### src/rtl/fetch_sequencer_pkg.sv
// Shared CPU parameters for the fetch stage: reset PC, exception vector,
// text-segment bounds, exception codes, the nop word and the sequencer states.
package fetch_sequencer_pkg;

    localparam logic [31:0] RESET_PC   = 32'h0000_3000;
    localparam logic [31:0] EXC_VECTOR = 32'h0000_4180;
    localparam logic [31:0] TEXT_BASE  = 32'h0000_3000;
    localparam logic [31:0] TEXT_LAST  = 32'h0000_4FFC;
    localparam logic [4:0]  EXC_ADEL   = 5'd4;
    localparam logic [4:0]  EXC_NONE   = 5'd31;
    localparam logic [31:0] NOP_INSTR  = 32'h0000_0000;

    typedef enum logic [1:0] {
        FETCH    = 2'd0,
        BUFFERED = 2'd1,
        SQUASH   = 2'd2
    } fetch_state_t;

    function automatic logic [31:0] word_align(input logic [31:0] addr);
        return {addr[31:2], 2'b00};
    endfunction

endpackage

### src/rtl/fetch_addr_check.sv
// Combinational legality check for an instruction fetch address:
// the address must be word aligned and fall inside the text segment.
module fetch_addr_check
    import fetch_sequencer_pkg::*;
(
    input  logic [31:0] addr,
    output logic        addr_ok
);

    // Aligned and within [TEXT_BASE, TEXT_LAST]
    always_comb begin
        addr_ok = (addr[1:0] == 2'b00) && (addr >= TEXT_BASE) && (addr <= TEXT_LAST);
    end

endmodule

### src/rtl/fetch_sequencer.sv
// Instruction fetch sequencer: drives the instruction-memory request,
// maintains the fetch PC, a one-entry skid buffer and the IF/ID register.
// Optional feature: define FETCH_ADDR_CHECK_EN to raise AdEL on illegal
// fetch addresses instead of issuing the request.
module fetch_sequencer
    import fetch_sequencer_pkg::*;
(
    input  logic        clk,
    input  logic        reset,
    input  logic        stall,
    input  logic        branch,
    input  logic        jump,
    input  logic [31:0] branch_addr,
    input  logic [31:0] jump_addr,
    input  logic        err_signal,
    input  logic        eret_en,
    input  logic [31:0] epc_data,
    output logic        im_req,
    output logic [31:0] im_addr,
    input  logic        im_ack,
    input  logic [31:0] im_rdata,
    output logic [31:0] pc_out,
    output logic [31:0] pc4_out,
    output logic [31:0] instr_out,
    output logic        valid_out,
    output logic        err_out,
    output logic [4:0]  exc_code
);

    fetch_state_t state;
    logic [31:0]  pc;
    logic [31:0]  squash_addr;
    logic         started;

    // The skid entry is occupied exactly while state == BUFFERED.
    logic [31:0]  buf_pc;
    logic [31:0]  buf_pc4;
    logic [31:0]  buf_instr;
    logic         buf_err;
    logic         if_err;

    logic         addr_ok;
    logic         addr_fault;
    logic [31:0]  fetch_addr;
    logic [31:0]  flush_target;
    logic [31:0]  redir_target;
    logic [31:0]  word_data;
    logic         flush;
    logic         redirect;
    logic         req_active;
    logic         got_word;

    fetch_addr_check u_addr_check (
        .addr    (pc),
        .addr_ok (addr_ok)
    );

`ifdef FETCH_ADDR_CHECK_EN
    assign addr_fault = ~addr_ok;
`else
    // Check result is deliberately not consumed when the check is compiled out.
    logic unused_addr_ok;
    assign unused_addr_ok = addr_ok;
    assign addr_fault     = 1'b0;
`endif

    // Next-PC selection, request generation and exception reporting
    always_comb begin
        fetch_addr   = word_align(pc);
        flush        = err_signal | eret_en;
        flush_target = err_signal ? EXC_VECTOR : epc_data;
        redirect     = ~stall & (branch | jump);
        redir_target = branch ? branch_addr : jump_addr;
        req_active   = started && ((state == SQUASH) || ((state == FETCH) && !addr_fault));
        got_word     = started && (state == FETCH) && (addr_fault || im_ack);
        word_data    = addr_fault ? NOP_INSTR : im_rdata;
        im_req       = req_active;
        im_addr      = (state == SQUASH) ? squash_addr : fetch_addr;
        // A frozen IF/ID reports no exception; it surfaces once the stage advances.
        err_out      = if_err & ~stall;
        exc_code     = err_out ? EXC_ADEL : EXC_NONE;
    end

    // Sequencer state, fetch PC, skid buffer and IF/ID register
    always_ff @(posedge clk or posedge reset) begin
        if (reset) begin
            state       <= FETCH;
            pc          <= RESET_PC;
            squash_addr <= RESET_PC;
            started     <= 1'b0;
            buf_pc      <= RESET_PC;
            buf_pc4     <= RESET_PC + 32'd4;
            buf_instr   <= NOP_INSTR;
            buf_err     <= 1'b0;
            pc_out      <= RESET_PC;
            pc4_out     <= RESET_PC + 32'd4;
            instr_out   <= NOP_INSTR;
            valid_out   <= 1'b0;
            if_err      <= 1'b0;
        end else begin
            started <= 1'b1;
            if (flush) begin
                pc_out    <= flush_target;
                pc4_out   <= flush_target + 32'd4;
                instr_out <= NOP_INSTR;
                valid_out <= 1'b0;
                if_err    <= 1'b0;
                buf_err   <= 1'b0;
                pc        <= flush_target + 32'd4;
                if (req_active && !im_ack) begin
                    state       <= SQUASH;
                    squash_addr <= im_addr;
                end else begin
                    state <= FETCH;
                end
            end else begin
                unique case (state)
                    FETCH: begin
                        if (redirect) begin
                            pc        <= redir_target;
                            valid_out <= 1'b0;
                            if_err    <= 1'b0;
                            if (req_active && !im_ack) begin
                                state       <= SQUASH;
                                squash_addr <= im_addr;
                            end
                        end else if (got_word) begin
                            pc <= pc + 32'd4;
                            if (stall) begin
                                buf_pc    <= fetch_addr;
                                buf_pc4   <= pc + 32'd4;
                                buf_instr <= word_data;
                                buf_err   <= addr_fault;
                                state     <= BUFFERED;
                            end else begin
                                pc_out    <= fetch_addr;
                                pc4_out   <= pc + 32'd4;
                                instr_out <= word_data;
                                valid_out <= 1'b1;
                                if_err    <= addr_fault;
                            end
                        end else if (!stall) begin
                            valid_out <= 1'b0;
                            if_err    <= 1'b0;
                        end
                    end
                    BUFFERED: begin
                        if (!stall) begin
                            pc_out    <= buf_pc;
                            pc4_out   <= buf_pc4;
                            instr_out <= buf_instr;
                            valid_out <= 1'b1;
                            if_err    <= buf_err;
                            state     <= FETCH;
                            if (redirect) begin
                                pc <= redir_target;
                            end
                        end
                    end
                    SQUASH: begin
                        if (redirect) begin
                            pc <= redir_target;
                        end
                        if (im_ack) begin
                            state <= FETCH;
                        end
                        if (!stall) begin
                            valid_out <= 1'b0;
                            if_err    <= 1'b0;
                        end
                    end
                    default: begin
                        state <= FETCH;
                    end
                endcase
            end
        end
    end

endmodule

### config.mk
export PLATFORM = sky130hd
export DESIGN_NAME = fetch_sequencer
export DESIGN_NICKNAME = d
export VERILOG_FILES = /design/src/rtl/fetch_sequencer_pkg.sv /design/src/rtl/fetch_addr_check.sv /design/src/rtl/fetch_sequencer.sv
export SDC_FILE = /design/constraint.sdc
export NUM_CORES = 1
export LEC_CHECK = 0
export ABC_AREA = 0
export CORE_MARGIN = 3
export CORE_UTILIZATION = 53
export CTS_CLUSTER_SIZE = 24
export DETAILED_ROUTE_END_ITERATION = 16
export PLACE_DENSITY = 0.83
export SLEW_MARGIN = 20
export SYNTH_ARGS = -nofsm -noshare
export SYNTH_HDL_FRONTEND = slang
export SYNTH_SLANG_ARGS = --single-unit
### constraint.sdc
create_clock -name clk -period 9.9 [get_ports clk]
set_input_delay 0.99 -clock clk [delete_from_list [all_inputs] [get_ports clk]]
set_output_delay 0.99 -clock clk [all_outputs]
set_load 0.1 [all_outputs]
==> impl_metrics.json <==
{
  "status": "finished clean",
  "post_cts_buffers": 0,
  "syn-mean-instance-area_sq_um": 9.75,
  "clk-insertion-delay-late_ns": 0.56,
  "ctsRootBufferMaster": "clkbuf_16",
  "dieArea_sq_mm": 0.0284,
  "crit_family": "buffers and inverters",
  "start_util": 0.547,
  "worstMarginPinSlew_ns": 1.08,
  "ios": 272,
  "finClkSkew_ns": 0.0245,
  "fmax_mhz": 236,
  "syn_inst": 1437,
  "cts_buffers": 29,
  "hp-start": "pc_out[2]",
  "finalHoldViolCount": 0,
  "rr_worst_depth": 6,
  "final_max_slew_viol_count": 0,
  "synthTopCellsByArea": "dfrtp_1 (44%), mux2_2 (10%), mux2i_1 (6.5%), nand2_1 (4.4%), o31ai_1 (3.3%)",
  "num_rows": 58,
  "track_usage": 0.293,
  "multiInputGateArea_sq_mm": 0.00700,
  "report.final.setup_viol": 0,
  "whs_ns": 0.472,
  "synth_area_sq_mm": 0.0140,
  "drc": 0,
  "synth_area_leader_cell": "dfrtp_1",
  "cp_num_cells": 4,
  "place_congestion": 0.967,
  "post_dp_cell_area_sq_mm": 0.0168,
  "cp-start-kind": "input pin",
  "cp.required_ns": 8.91,
  "stdcell_count": 1981,
  "layout_common_cells": "clkdlybuf4s50_1 (267), dfrtp_1 (245), nand2_1 (165)",
  "cts_hold_buf": 0,
  "hpwl_um": 29200,
  "rsz0062_at_grt": "false",
  "grt_start_max_net_pins": 108,
  "mostFrequentLayoutCell": "clkdlybuf4s50_1",
  "cts_tree": "built",
  "ys_seq_area_frac": 0.464,
  "cts_resized": 0,
  "endpoint_kind": "primary output",
  "dr.pass1.iters": 5,
  "route.vias.total": 12200,
  "grt_pass1_vias": 11900,
  "overflow": 0,
  "fin_util": 0.693,
  "p_per_area_mw_per_mm2": 201,
  "cp.buffers_inverters": 3,
  "tns_ns": 0,
  "fin_ws_ns": 5.66,
  "worst-r2r-setup-slack_ns": 6.49,
  "crit_type": "input pin to primary output",
  "placed_cells": 1930,
  "cts.sinks": 259,
  "area_growth_pct": 26.6,
  "antenna_found_initial": 1,
  "wl_per_cell_um": 21.6,
  "io_buffers": 270,
  "holdPathEnd": "pc_out[2]",
  "clockBufferDepth": 3,
  "fillers": 1881,
  "min_period_ns": 4.24,
  "postRouteAntennaNets": 0,
  "yosysWarnings": 0,
  "cp_cell_sequence": "clkdlybuf4s50_1 -> nand2b_1 -> inv_1 -> clkdlybuf4s50_1",
  "wirelength_um": 42700,
  "hold_depth": 2,
  "clkTransAtPathRegs_ns": 0.06,
  "reg2reg_to": "buf_instr[0]",
  "cp_common_cell": "clkdlybuf4s50_1",
  "finalCritPeriodShare": 0.429,
  "max_cap_viol_count": 0,
  "die_w_um": 169,
  "synthArstFlopShare": 1.00,
  "viasPerCell": 6.18,
  "crit_slowest_cell": "clkdlybuf4s50_1",
  "ys.flop_type": "dfrtp_1",
  "synth_edf_count": 0,
  "worst_path_largest_cell_delay_ns": 1.13,
  "synthDistinctLibCells": 63,
  "crit_path_max_fanout": 15,
  "dp_slack_ns": 5.51,
  "grt_pass1_wl_um": 66800,
  "leakage_nw": 7.16,
  "hp-class": "flop to flop",
  "fin_area_sq_mm": 0.0177,
  "nNetsFinal": 1772,
  "power_mw": 3.57,
  "htreeDepth": 1,
  "ir_worst_vdd_v": 0.000164,
  "die_h_um": 169,
  "ff_latch_area_sq_mm": 0.00650,
  "synth_seq_cells": 259,
  "drive_above_1_share": 0.136,
  "synthDominantCellAreaShare": 0.437,
  "reg2reg_from": "state[0]",
  "arrival_ns": 3.25,
  "relSlewSlack": 0.280,
  "core_sq_mm": 0.0256,
  "drt_iter0_drc": 1434,
  "antenna_cells": 0
}
-- sequential cells by signal, summed over array words and instances, names as in the netlist, 2 cells and up --
signal       count
buf_instr       32
buf_pc4         32
instr_out       32
pc4_out         32
pc              32
pc_out          32
squash_addr     32
buf_pc          30
state            2
-- layout make-up --
class / count / share of cell area
Multi-Input combinational cell: 1034 / 0.394
Sequential cell: 259 / 0.366
Timing Repair Buffer: 286 / 0.158
Clock buffer: 42 / 0.0487
Tap cell: 330 / 0.0233
Inverter: 21 / 0.00486
Clock inverter: 9 / 0.00451
-- where the power goes --
group          switching (mW)  total, mW  internal (mW)  leakage, nW
combinational           0.743       1.10          0.361         3.42
sequential              0.144       1.41           1.26         3.27
clock                   0.434       1.06          0.628        0.470
total                    1.32       3.57           2.25         7.16
-- per-layer routing --
metal / global-route usage / vias up / share of wire
li1: - / 5515 / -
met1: 0.419 / 5899 / 0.42
met2: 0.450 / 727 / 0.44
met3: 0.0631 / 92 / 0.11
met4: 0.0886 / 2 / 0.030
met5: 0 / - / 0.00030
-- worst max path at each step --
| stage | from | endpoint | slack, ns |
|---|---|---|---|
| floorplan | reset | buf_instr[0] | 1.81 |
| global placement | err_signal | buf_instr[10] | 5.55 |
| detailed placement | err_signal | buf_instr[13] | 5.51 |
| CTS | stall | err_out | 5.65 |
| global route | stall | err_out | 5.52 |
| finish | stall | err_out | 5.66 |
-- cell families (layout without fill, tap and decap cells) --
group | Yosys count | after routing | share of synthesized area
buffers and inverters | 145 | 358 | 0.0407
AO/OA/AOI/OAI | 323 | 323 | 0.146
AND/OR/NAND/NOR | 437 | 437 | 0.147
multiplexers | 219 | 219 | 0.168
adder cells (fa/ha/maj) | 5 | 5 | 0.00446
flip-flops | 259 | 259 | 0.464
other | 1 | 2 | 0.000268
XOR/XNOR | 48 | 48 | 0.0300
-- tightest hold or removal path, cell delays in order (launching register included) --
cell     delay [ns]
dfrtp_1        0.34
nand2_1        0.06
nand2_1        0.05
-- cells in the mapped netlist, types with 17 or more instances --
master	number
mux2_2	128
xnor2_1	31
nand3_1	39
inv_1	21
xor2_1	17
clkbuf_1	101
a21oi_1	86
o21ai_0	72
mux2i_1	91
o31ai_1	61
nor2_1	119
nand2_1	165
nand4_1	24
dfrtp_1	245
a31oi_1	19
Power figures use the tool's default switching activity.
